==> config.mk <==
export PLATFORM = sky130hd
export DESIGN_NAME = par2ser
export DESIGN_NICKNAME = d
export VERILOG_FILES = /design/src/rtl/par2ser_pkg.sv /design/src/rtl/par2ser_charsel.sv /design/src/rtl/par2ser.sv
export SDC_FILE = /design/constraint.sdc
export NUM_CORES = 1
export LEC_CHECK = 0
export CAP_MARGIN = 20
export CORE_ASPECT_RATIO = 1.75
export CORE_MARGIN = 1
export CORE_UTILIZATION = 35
export CTS_BUF_LIST = sky130_fd_sc_hd__clkbuf_4 sky130_fd_sc_hd__clkbuf_8
export DETAILED_ROUTE_END_ITERATION = 8
export PLACE_DENSITY_LB_ADDON = 0.12
export SLEW_MARGIN = 25
export SYNTH_ARGS = -nofsm -noshare
export SYNTH_HDL_FRONTEND = slang
export SYNTH_SLANG_ARGS = --single-unit
==> constraint.sdc <==
create_clock -name clk -period 3.62 [get_ports clk]
set_input_delay 0.362 -clock clk [delete_from_list [all_inputs] [get_ports clk]]
set_output_delay 0.362 -clock clk [all_outputs]
set_load 0.005 [all_outputs]
==> src/rtl/par2ser_pkg.sv <==
// Shared constants and types for the GPS fix serializer (transmit side).
// SEP/EOL defaults are also used by the ser2par and char2num paths.
package par2ser_pkg;
  localparam int CHAR_W  = 7;
  localparam int FIELD_W = 35;
  localparam int NCHARS  = FIELD_W / CHAR_W;

  localparam logic [CHAR_W-1:0] DEF_SEP = 7'h2C;
  localparam logic [CHAR_W-1:0] DEF_EOL = 7'h0A;

  typedef enum logic [1:0] {
    ST_IDLE = 2'd0,
    ST_SEND = 2'd1,
    ST_DONE = 2'd2
  } state_e;

  typedef struct packed {
    logic [FIELD_W-1:0] wei;
    logic [FIELD_W-1:0] jing;
  } fix_t;

  function automatic int frame_len(input bit en_sep, input bit en_eol);
    return 2 * NCHARS + int'(en_sep) + int'(en_eol);
  endfunction
endpackage

==> src/rtl/par2ser_charsel.sv <==
// Character selector: maps a frame index onto latitude, separator,
// longitude and end-of-line characters.
module par2ser_charsel
  import par2ser_pkg::*;
#(
  parameter logic [CHAR_W-1:0] SEP_CHAR = DEF_SEP,
  parameter logic [CHAR_W-1:0] EOL_CHAR = DEF_EOL,
  parameter bit                EN_SEP   = 1'b1,
  parameter bit                EN_EOL   = 1'b1
) (
  input  fix_t              frame,
  input  logic [3:0]        idx,
  output logic [CHAR_W-1:0] ch
);
  localparam int JOFF    = NCHARS + int'(EN_SEP);
  localparam int EOL_IDX = JOFF + NCHARS;

  // Skipping the separator shifts longitude down by one slot.
  always_comb begin
    ch = '0;
    for (int i = 0; i < NCHARS; i++) begin
      if (idx == 4'(i))
        ch = frame.wei[(NCHARS-1-i)*CHAR_W +: CHAR_W];
      if (idx == 4'(JOFF + i))
        ch = frame.jing[(NCHARS-1-i)*CHAR_W +: CHAR_W];
    end
    if (EN_SEP && idx == 4'(NCHARS))  ch = SEP_CHAR;
    if (EN_EOL && idx == 4'(EOL_IDX)) ch = EOL_CHAR;
  end
endmodule

==> src/rtl/par2ser.sv <==
// Parallel-to-serial GPS fix transmitter: one frame register, one pending
// fix, valid/ready character stream out.
module par2ser
  import par2ser_pkg::*;
#(
  parameter logic [CHAR_W-1:0] SEP_CHAR = DEF_SEP,
  parameter logic [CHAR_W-1:0] EOL_CHAR = DEF_EOL,
  parameter bit                EN_SEP   = 1'b1,
  parameter bit                EN_EOL   = 1'b1
) (
  input  logic               clk,
  input  logic               rst,
  input  logic               data_en,
  input  logic [FIELD_W-1:0] wei_ch,
  input  logic [FIELD_W-1:0] jing_ch,
  output logic [CHAR_W-1:0]  tx_data,
  output logic               tx_valid,
  input  logic               tx_ready,
  output logic               busy,
  output logic               frame_done,
  output logic               overrun
);
  localparam logic [3:0] LAST = 4'(frame_len(EN_SEP, EN_EOL) - 1);

  state_e     state_q, state_d;
  logic [3:0] idx_q, idx_d;
  fix_t       frame_q, frame_d;
  fix_t       pend_q, pend_d;
  logic       pend_vld_q, pend_vld_d;
  logic       tx_valid_q, tx_valid_d;
  logic       frame_done_q, frame_done_d;
  logic       overrun_q, overrun_d;
  logic [CHAR_W-1:0] ch;
  fix_t       in_fix;

  assign in_fix = '{wei: wei_ch, jing: jing_ch};

  always_comb begin
    state_d    = state_q;
    idx_d      = idx_q;
    frame_d    = frame_q;
    pend_d     = pend_q;
    pend_vld_d = pend_vld_q;
    overrun_d  = 1'b0;
    case (state_q)
      ST_IDLE: begin
        // A fix parked while leaving ST_DONE is still owed a frame.
        if (pend_vld_q) begin
          frame_d    = pend_q;
          pend_vld_d = 1'b0;
          idx_d      = '0;
          state_d    = ST_SEND;
        end else if (data_en) begin
          frame_d = in_fix;
          idx_d   = '0;
          state_d = ST_SEND;
        end
      end
      ST_SEND: begin
        if (tx_ready) begin
          if (idx_q == LAST) state_d = ST_DONE;
          else               idx_d   = idx_q + 4'd1;
        end
      end
      ST_DONE: begin
        if (pend_vld_q) begin
          frame_d    = pend_q;
          pend_vld_d = 1'b0;
          idx_d      = '0;
          state_d    = ST_SEND;
        end else begin
          state_d = ST_IDLE;
        end
      end
      default: state_d = ST_IDLE;
    endcase

    // Overrun only when the pending slot is not being drained this cycle.
    if (data_en && (state_q != ST_IDLE || pend_vld_q)) begin
      pend_d     = in_fix;
      pend_vld_d = 1'b1;
      overrun_d  = pend_vld_q && (state_q == ST_SEND);
    end

    tx_valid_d   = (state_d == ST_SEND);
    frame_done_d = (state_d == ST_DONE);
  end

  always_ff @(posedge clk or negedge rst) begin
    if (!rst) begin
      state_q      <= ST_IDLE;
      idx_q        <= '0;
      frame_q      <= '0;
      pend_q       <= '0;
      pend_vld_q   <= 1'b0;
      tx_valid_q   <= 1'b0;
      frame_done_q <= 1'b0;
      overrun_q    <= 1'b0;
    end else begin
      state_q      <= state_d;
      idx_q        <= idx_d;
      frame_q      <= frame_d;
      pend_q       <= pend_d;
      pend_vld_q   <= pend_vld_d;
      tx_valid_q   <= tx_valid_d;
      frame_done_q <= frame_done_d;
      overrun_q    <= overrun_d;
    end
  end

  par2ser_charsel #(
    .SEP_CHAR(SEP_CHAR),
    .EOL_CHAR(EOL_CHAR),
    .EN_SEP  (EN_SEP),
    .EN_EOL  (EN_EOL)
  ) u_charsel (
    .frame(frame_q),
    .idx  (idx_q),
    .ch   (ch)
  );

  assign tx_data    = tx_valid_q ? ch : '0;
  assign tx_valid   = tx_valid_q;
  assign busy       = (state_q != ST_IDLE);
  assign frame_done = frame_done_q;
  assign overrun    = overrun_q;
endmodule

Yosys cells after proc, flatten, opt, wreduce, memory -nomap -nowiden
Cells that the tools add are included.
{"block": "op_classes", "reduce_logical": 12, "n_mux": 32, "add_sub_neg": 1, "n_eq_ne": 19}
{"op": "2-to-1 mux 70 bit", "n": 3}
{"op": "case mux 70 bit (2 select lines)", "n": 1}
{"op": "2-to-1 mux 7 bit", "n": 13}
{"op": "2-to-1 mux 4 bit", "n": 5}
{"op": "equality test 4 x 3 -> 1 bit (second input constant)", "n": 4}
{"op": "equality test 4 bit (second input constant)", "n": 4}
{"op": "case mux 4 bit (3 select lines)", "n": 1}
{"op": "equality test 4 x 2 -> 1 bit (second input constant)", "n": 2}
{"op": "2-to-1 mux 2 bit", "n": 4}
{"op": "!= test 2 bit (second input constant)", "n": 3}
{"op": "case mux 2 bit (3 select lines)", "n": 1}
{"op": "nonzero test 2 bit", "n": 3}
{"op": "AND reduction 5 bit", "n": 1}
{"op": "adder 4 x 1 -> 4 bit (second input constant)", "n": 1}
{"op": "equality test 2 x 1 -> 1 bit (second input constant)", "n": 2}
{"op": "equality test 2 bit (second input constant)", "n": 2}
{"op": "equality test 4 x 1 -> 1 bit (second input constant)", "n": 1}
{"op": "zero test 4 bit", "n": 1}
{"op": "2-to-1 mux 1 bit", "n": 4}
{"op": "!= test 3 bit (second input constant)", "n": 1}
{"op": "AND reduction 3 bit", "n": 1}
{"op": "nonzero test 3 bit", "n": 1}
{"op": "logical AND 1 bit", "n": 2}
{"op": "zero test 2 bit", "n": 1}
{"op": "other kinds (2)", "n": 2}
{"block": "totals", "regBits": 150, "word_cells": 74}

Logic depth before layout (Yosys ltp)
Gate-level depths: netlist (run 1).
{"block": "logic_depth", "ltp_word": 14, "ltp_mapped": 9, "mapped_depth_nobuf": 7}

Cells and area by module
From an unflattened synthesis (run 1), not the netlist that was laid out.
{"block": "unflattened", "cells_unflattened": 661, "area_unflattened_um2": 7205.7}
{"module": "par2ser", "cells_per_inst": 518, "area_each_um2": 6268.5, "n_inst": 1, "seq_area_each_um2": 3753.6}
{"module": "par2ser_charsel", "cells_per_inst": 143, "area_each_um2": 937.1, "n_inst": 1, "seq_area_each_um2": 0.0}

Worst setup path after synthesis (run 1)
Ideal clock, no wire load.
{"block": "synth_timing", "kind": "register to output", "start": "reg idx_q[0]", "end": "out tx_data[4]", "required_time_ns": 3.258, "arrival_ns": 1.582, "stages_incl_launch_ff": 8, "setup_slack_ns": 1.676, "cell_sequence": "dfrtp_1 -> inv_1 -> ha_1 -> nor2b_1 -> a32o_1 -> o21ai_0 -> a21oi_1 -> o221a_2"}
{"block": "synth_between", "elab_chain_cells": 14}
{"item": "start, declared", "line": "par2ser.sv:26", "source": "logic [3:0] idx_q, idx_d;"}
{"item": "start signal, assigned", "line": "par2ser.sv:101", "source": "idx_q <= idx_d;"}
{"item": "zero test 4 bit", "line": "par2ser_charsel.sv:22", "source": "if (idx == 4'(i))"}
{"item": "2-to-1 mux 7 bit", "line": "par2ser_charsel.sv:22"}
{"item": "2-to-1 mux 7 bit", "line": "par2ser_charsel.sv:24", "source": "if (idx == 4'(JOFF + i))"}
{"item": "2-to-1 mux 7 bit", "line": "par2ser_charsel.sv:22"}
{"item": "2-to-1 mux 7 bit", "line": "par2ser_charsel.sv:24"}
{"item": "2-to-1 mux 7 bit", "line": "par2ser_charsel.sv:22"}
{"item": "2-to-1 mux 7 bit", "line": "par2ser_charsel.sv:24"}
{"item": "2-to-1 mux 7 bit", "line": "par2ser_charsel.sv:22"}
{"item": "2-to-1 mux 7 bit", "line": "par2ser_charsel.sv:24"}
{"item": "2-to-1 mux 7 bit", "line": "par2ser_charsel.sv:22"}
{"item": "2-to-1 mux 7 bit", "line": "par2ser_charsel.sv:24"}
{"item": "2-to-1 mux 7 bit", "line": "par2ser_charsel.sv:27", "source": "if (EN_SEP && idx == 4'(NCHARS)) ch = SEP_CHAR;"}
{"item": "2-to-1 mux 7 bit (*)", "line": "par2ser_charsel.sv:28", "source": "if (EN_EOL && idx == 4'(EOL_IDX)) ch = EOL_CHAR;"}
{"item": "2-to-1 mux 7 bit (*)", "line": "par2ser.sv:122", "source": "assign tx_data = tx_valid_q ? ch : '0;"}
{"item": "end, declared", "line": "par2ser.sv:16", "source": "output logic [CHAR_W-1:0] tx_data,"}
Every way passes the cells marked *; elsewhere a longest branch is shown, timed or not.

Worst setup path after layout (run 1)
{"block": "layout_timing", "start": "reg idx_q[0]", "end": "out tx_data[0]"}
Same word-level chain as after synthesis.

==> results of run 1 <==
==> per-stage QoR <==
step                area, µm²  utilization, %  power [mW]  setup slack (ns)  cells
floorplan                7290               -        4.14              1.68    645
global placement         8230            40.4        5.09             0.344    945
detailed placement       8230            40.4        5.11             0.329    945
CTS                      8670            42.6        6.53            0.0388    978
global route             8700            42.7        6.89            0.0370    978
finish                   8700            42.7        6.44             0.121    978
==> cells by family (layout without fill, tap and decap cells) <==
group | Yosys count | in the layout
flip-flops | 150 | 150
multiplexers | 141 | 141
XOR/XNOR | 1 | 1
buffers and inverters | 57 | 142
adder cells (fa/ha/maj) | 4 | 4
AND/OR/NAND/NOR | 131 | 131
AO/OA/AOI/OAI | 161 | 161
==> power by group through the flow <==
stage | sequential, mW | clock (mW) | combinational [mW]
global route | 2.67 | 1.49 | 2.73
finish | 2.60 | 1.38 | 2.46
floorplan | 2.41 | 0 | 1.73
CTS | 2.62 | 1.43 | 2.48
detailed placement | 2.65 | 0 | 2.46
global placement | 2.64 | 0 | 2.45
==> what timing repair did <==
item                                   in CTS  in global routing
setup buffers                               0                  0
endpoints found under the hold margin      25                  0
pin swaps                                   0                  0
resized for setup                           3                  5
setup endpoints to repair                   6                  6
hold buffers                                1                  0
==> sequential cells by signal, indices dropped and copies added, names as in the netlist <==
signal,flops
frame_done,1
frame_q,70
idx_q,4
overrun,1
pend_q,70
pend_vld_q,1
state_q,2
tx_valid,1
==> metal layers <==
layer / up-vias / wire (µm) / track usage, % / part of all wire [%]
met1: 2459 / 7270 / 19.7 / 40
met4: 0 / 369 / 7.07 / 2.0
met3: 22 / 524 / 3.81 / 2.9
met2: 82 / 10000 / 34.0 / 55
met5: - / 0 / 0 / 0
li1: 2452 / - / - / -
==> layout make-up <==
class,instances,area [µm²],area share (%)
inverters,12,45.0,0.518
clock inverters,13,173,1.98
multi-input cells,438,3170,36.4
clock buffers,19,249,2.86
flip-flops and latches,150,3750,43.1
well taps,248,310,3.57
repair buffers,98,1000,11.5
==> worst max path at each step <==
stage / start / end / slack, ns / depth (start not counted)
finish: idx_q[0]$_DFFE_PN0P_ / tx_data[0] / 0.12 / 8
CTS: idx_q[0]$_DFFE_PN0P_ / tx_data[1] / 0.04 / 8
global placement: idx_q[1]$_DFFE_PN0P_ / tx_data[3] / 0.34 / 8
global route: idx_q[0]$_DFFE_PN0P_ / tx_data[5] / 0.04 / 8
detailed placement: idx_q[1]$_DFFE_PN0P_ / tx_data[3] / 0.33 / 8
floorplan: idx_q[0]$_DFFE_PN0P_ / tx_data[4] / 1.68 / 7
==> worst min-delay path: cells and delay by family (launching register included) <==
family	cells	cell delay (ns)
AO/OA/AOI/OAI	1	0.06
flip-flops	1	0.36
AND/OR/NAND/NOR	1	0.05
==> cells in the final DEF (no fill, tap or decap), types with 3 or more instances in the layout <==
| cell type | synthesis | layout |
|---|---|---|
| nor4_1 | 5 | 5 |
| buf_12 | 0 | 4 |
| mux2i_1 | 70 | 70 |
| nand2b_1 | 5 | 5 |
| dfrtp_1 | 150 | 150 |
| clkbuf_8 | 0 | 17 |
| inv_6 | 0 | 3 |
| clkinv_4 | 0 | 3 |
| nor2_1 | 3 | 3 |
| a32o_1 | 3 | 3 |
| o22ai_1 | 3 | 3 |
| a22oi_1 | 6 | 6 |
| nand3_1 | 7 | 7 |
| mux2_2 | 65 | 65 |
| o221a_2 | 3 | 3 |
| buf_4 | 7 | 9 |
| mux2_1 | 6 | 6 |
| and3_1 | 3 | 3 |
| o32ai_1 | 3 | 3 |
| nor2b_1 | 8 | 6 |
| inv_1 | 12 | 12 |
| clkdlybuf4s50_1 | 0 | 83 |
| nand2_1 | 86 | 85 |
| o21ai_0 | 84 | 84 |
| o31ai_1 | 4 | 4 |
| bufinv_16 | 0 | 3 |
| a31oi_1 | 8 | 8 |
| a21oi_1 | 32 | 31 |
| nand3b_1 | 5 | 5 |
| clkinvlp_4 | 0 | 4 |
==> impl_results.md, run 1 <==
* I/O pins at 85
* Initial antenna violation count at 0
* Final period util at 96.7%
* Fillers at 2040
* WL final at 18.2 mm
* Top FF cell, synth: dfrtp_1
* Clock network fraction of total power at 21.4%
* Routed WL per cell at 18.6 µm
* Highest clock rate at 286 MHz
* Clock skew at 0.00835 ns
* Post-synth cell types at 50
* Worst hold endpoint: frame_q[20]$_DFFE_PN0P_
* Sequential Power Share at 40.4%
* Slowest stage delay, CP at 0.51 ns
* Post-synth EDFFs at 0
* Synth Area in Adders at 0.686%
* First-pass GRT wire length at 29.1 mm
* P_int at 4.04 mW
* Register area share after synthesis at 51.5%
* R2R cell count at 7
* Overall Global Routing Usage at 18.0%
* Initial DRC count at 161
* Largest net degree at the start of global routing at 91
* Number of synthesized register bits at 150
* Post-route antenna net violation count at 0
* PD cells at 740 mW/mm²
* Setup Viol. Count Final at 0
* Worst EP required at 3.26 ns
* Total gr overflow at 0
* Post-synthesis xor/xnor area fraction at 0.120%
* CP Launch Type: flop
* Area contributors post-synth: dfrtp_1, mux2_2, mux2i_1
* Crit path buf inv count at 2
* Worst EP arrival at 3.14 ns
* Die area at 0.0214 mm²
* Synth async-reset ratio at 100%
* Core area at 0.0204 mm²
* DIE HEIGHT at 193 µm
* Vias per inst at 5.13
* Placer Congestion at 0.824
* Slew margin rel. at 41.8%
* Syn_nets at 723
* Worst Path Max Fanout at 7
* CTS max path bufs at 2
* Die Wd at 111 µm
* Crit-path slowest cell: clkdlybuf4s50_1
* Most frequent cell after synthesis: dfrtp_1
* Max_cap viols at 0
* Clock Latency Late Sink at 0.47 ns
* NetSw at 2.40 mW
* Fin nets at 795
* Ant diodes at 0
* Buffers added on ports at 84
* Synth warn at 0
* Delay-heaviest family, CP: compound AO/OA/AOI/OAI gates
* CTS tree: yes
* Peak supply drop at 0.272 mV
* DR vias at 5015
* Critical path, cell by cell: inv_1, ha_2, nor2b_2, a32o_1, o21ai_0, a21oi_1, o221a_2, clkdlybuf4s50_1
* Top-area cell type share of the netlist area at 51.5%
* Initial Utilization at 35.8%
* Comb pwr share at 38.2%
* Clock-pin slew on the worst setup and hold paths at 0.09 ns
* Worst hold stages at 2
* Final setup TNS at 0 ns
* Crit end category: primary output
* Clock sinks at 150
* Syn-to-layout area delta at 19.3%
* Post-synthesis cell area at 0.00729 mm²
* Sw frac at 37.3%
* Post-Syn Area per Cell at 11.3 µm²
* Fin crit period at 3.50 ns
* Layout cells sized above 1 at 17.4%
* Hold Crit Class: reg -> reg
* Synth area leader: dfrtp_1
* Hold_sp: frame_q[20]$_DFFE_PN0P_
* Num CTS Buffers at 17
* Violated checks: design-rule violations
* Worst-Margin Slew at 0.873 ns
* Clock Tree Root: clkbuf_8
* Mux contribution to synthesized area at 20.6%
* Largest family of logic cells by synthesized area: multiplexers
* Top post-synthesis cells by count: dfrtp_1, nand2_1, o21ai_0, mux2i_1, mux2_2
* Drc violations at 10
* RSZ-0062 raised after global routing: false
* Outcome: finished, violations left
* DRT Pass-1 Iters at 6
* Pleak at 3.52 nW
* H-tree levels at 4
* Reg2Reg Setup Slack at 1.58 ns
* Post-synthesis compound-gate area fraction at 13.0%
* Post-synthesis cell count at 645
* Number of global-route vias before repair at 5407
* Hold Worst Slack at 0.489 ns
* Post-Synth Simple-Gate Area at 8.31%
* Critical R2R Launch: idx_q[0]$_DFFE_PN0P_
* Final-report hold violation count at 0
* Row count at 69
* Dpl hpwl at 13.4 mm
* Reg2reg end: idx_q[3]$_DFFE_PN0P_
* Fin. max-slew vios at 0
* Kind of critical path: reg -> out
No activity file was read; power rests on OpenSTA's default activity.
==> run 2, diff against run 1 <==
Clock period 3.62 ns to 3.7 ns, I/O delays scaled along.
==> impl_results.md, run 2 (synthesized netlist as in run 1, its figures left out) <==
* Outcome: finished, violations left
* Violated checks: design-rule violations, negative hold slack
* Critical Path Stages at 8
* Largest net degree at the start of global routing at 111
* Clock Latency Late Sink at 0.47 ns
* Clock Tree Root: clkbuf_8
* Setup Viol. Count Final at 0
* PD cells at 735 mW/mm²
* Peak supply drop at 0.299 mV
* Hold Crit Class: in -> async
* Crit end category: primary output
* Total gr overflow at 0
* Most frequent cells in the layout: dfrtp_1, nand2_1, o21ai_0, clkdlybuf4s50_1, mux2i_1
* Initial antenna violation count at 0
* Final-report hold violation count at 1
* WL final at 18.5 mm
* Worst EP required at 3.33 ns
* Syn-to-layout area delta at 19.5%
* RSZ-0062 raised after global routing: false
* Routed WL per cell at 18.9 µm
* Die Wd at 111 µm
* P_int at 4.07 mW
* CTS tree: yes
* CP Launch Type: flop
* Worst EP arrival at 3.12 ns
* Clock-pin slew on the worst setup and hold paths at 0.08 ns
* Final period util at 94.2%
* DRT Pass-1 Iters at 6
* Worst-Margin Slew at 0.875 ns
* First-pass GRT wire length at 29.4 mm
* Final Worst Setup Slack at 0.214 ns
* Max_cap viols at 0
* Clock network fraction of total power at 22.9%
* Comb pwr share at 37.4%
* Ant diodes at 0
* Fin nets at 795
* Num CTS Buffers at 17
* Vias per inst at 5.19
* CTS max path bufs at 2
* Core area at 0.0204 mm²
* I/O pins at 85
* Leading registers by flop count: frame_q x70, pend_q x70, idx_q x4
* DR vias at 5077
* Total setup buffers inserted after CTS at 0
* DIE HEIGHT at 193 µm
* Worst Path Max Fanout at 7
* Buffers added on ports at 84
* Slowest stage delay, CP at 0.51 ns
* Crit-path slowest cell: clkdlybuf4s50_1
* Number of global-route vias before repair at 5319
* R2R cell count at 4
* Crit path buf inv count at 2
* Clock skew at 0.00899 ns
* Sequential Power Share at 39.6%
* Drc violations at 10
* NetSw at 2.33 mW
* H-tree levels at 4
* Pre-CTS WS at 0.557 ns
* Commonest non-fill, non-tap cell in the layout: dfrtp_1
* Die area at 0.0214 mm²
* Dpl hpwl at 13.7 mm
* Clock sinks at 150
* Overall Global Routing Usage at 18.5%
* Critical path, cell by cell: inv_1, ha_1, nor2b_2, a32o_1, o21ai_0, a21oi_1, o221a_2, clkdlybuf4s50_1
* Initial Utilization at 35.8%
* Fillers at 1981
* Kind of critical path: reg -> out
* Placer Congestion at 0.878
* Initial DRC count at 187
* Row count at 69
* Post-route antenna net violation count at 0
* Hold Worst Slack at -0.00732 ns
* Slew margin rel. at 41.6%
* Sw frac at 36.4%
* Fin crit period at 3.49 ns
* Final setup TNS at 0 ns
* Layout cells sized above 1 at 17.1%
* Pleak at 3.54 nW
* Fin. max-slew vios at 0
* Delay-heaviest family, CP: compound AO/OA/AOI/OAI gates
* Highest clock rate at 287 MHz
[run 2: cell types whose count changed in the layout (fill, tap and decap cells not counted), moves of 2 or more]
| cell | previous run | this run |
|---|---|---|
| inv_6 | 3 | 1 |
| clkbuf_8 | 17 | 20 |
| buf_12 | 4 | 2 |
| buf_4 | 9 | 11 |
| ha_1 | 0 | 2 |
| bufinv_16 | 3 | 5 |
| clkinv_4 | 3 | 0 |
| ha_4 | 2 | 0 |
| clkinv_2 | 0 | 2 |
[run 2: repair_timing]
item	CTS	global route
gates resized for setup	0	3
setup endpoints to repair	0	5
hold buffers	0	0
[run 2: stage by stage]
stage | std cells | cell area (µm²) | total power [mW] | utilization, % | hold WS, ns
floorplan | 645 | 7290 | 4.05 | - | 0.0744
global placement | 945 | 8210 | 4.98 | 40.3 | 0.464
detailed placement | 946 | 8240 | 5.00 | 40.4 | 0.471
CTS | 978 | 8700 | 6.51 | 42.7 | 0.0684
global route | 978 | 8710 | 6.85 | 42.8 | 0.0590
finish | 978 | 8710 | 6.41 | 42.8 | -0.00732
[run 2: power by group through the flow]
stage	Combinational (mW)	Sequential, mW	Clock (mW)
2_1_floorplan	1.69	2.36	0
3_3_place_gp	2.40	2.58	0
3_5_place_dp	2.42	2.58	0
4_1_cts	2.43	2.56	1.52
5_1_grt	2.65	2.61	1.59
6_report	2.40	2.54	1.47
[run 2: per-layer routing]
| metal | share of wire [%] | vias up | global-route usage, % |
|---|---|---|---|
| met2 | 54 | 97 | 33.6 |
| met1 | 39 | 2492 | 20.5 |
| met4 | 3.5 | 0 | 9.41 |
| met3 | 3.1 | 29 | 3.66 |
| met5 | 0 | - | 0 |
| li1 | - | 2459 | - |
[run 2: area by class of cell]
cell class / instances / area (µm²) / area share, %
Sequential cell: 150 / 3750 / 43.1
Multi-Input combinational cell: 438 / 3140 / 36.1
Timing Repair Buffer: 98 / 995 / 11.4
Tap cell: 248 / 310 / 3.56
Clock buffer: 20 / 269 / 3.09
Clock inverter: 12 / 199 / 2.28
Inverter: 12 / 45.0 / 0.517
[run 2: path summary, 6_finish.rpt]
| check | startpoint | end | slack (ns) |
|---|---|---|---|
| worst max-delay path | idx_q[0]$_DFFE_PN0P_ | tx_data[0] | 0.21 |
| worst min-delay path | rst | pend_q[66]$_DFFE_PN0P_ | -0.007 |
| worst max register to register | state_q[1]$_DFF_PN0_ | pend_q[28]$_DFFE_PN0P_ | 1.35 |
| worst min register to register | frame_q[44]$_DFFE_PN0P_ | frame_q[44]$_DFFE_PN0P_ | 0.48 |
| max in group asynchronous | rst | pend_q[52]$_DFFE_PN0P_ | 2.81 |
| min in group clk | frame_q[44]$_DFFE_PN0P_ | frame_q[44]$_DFFE_PN0P_ | 0.48 |
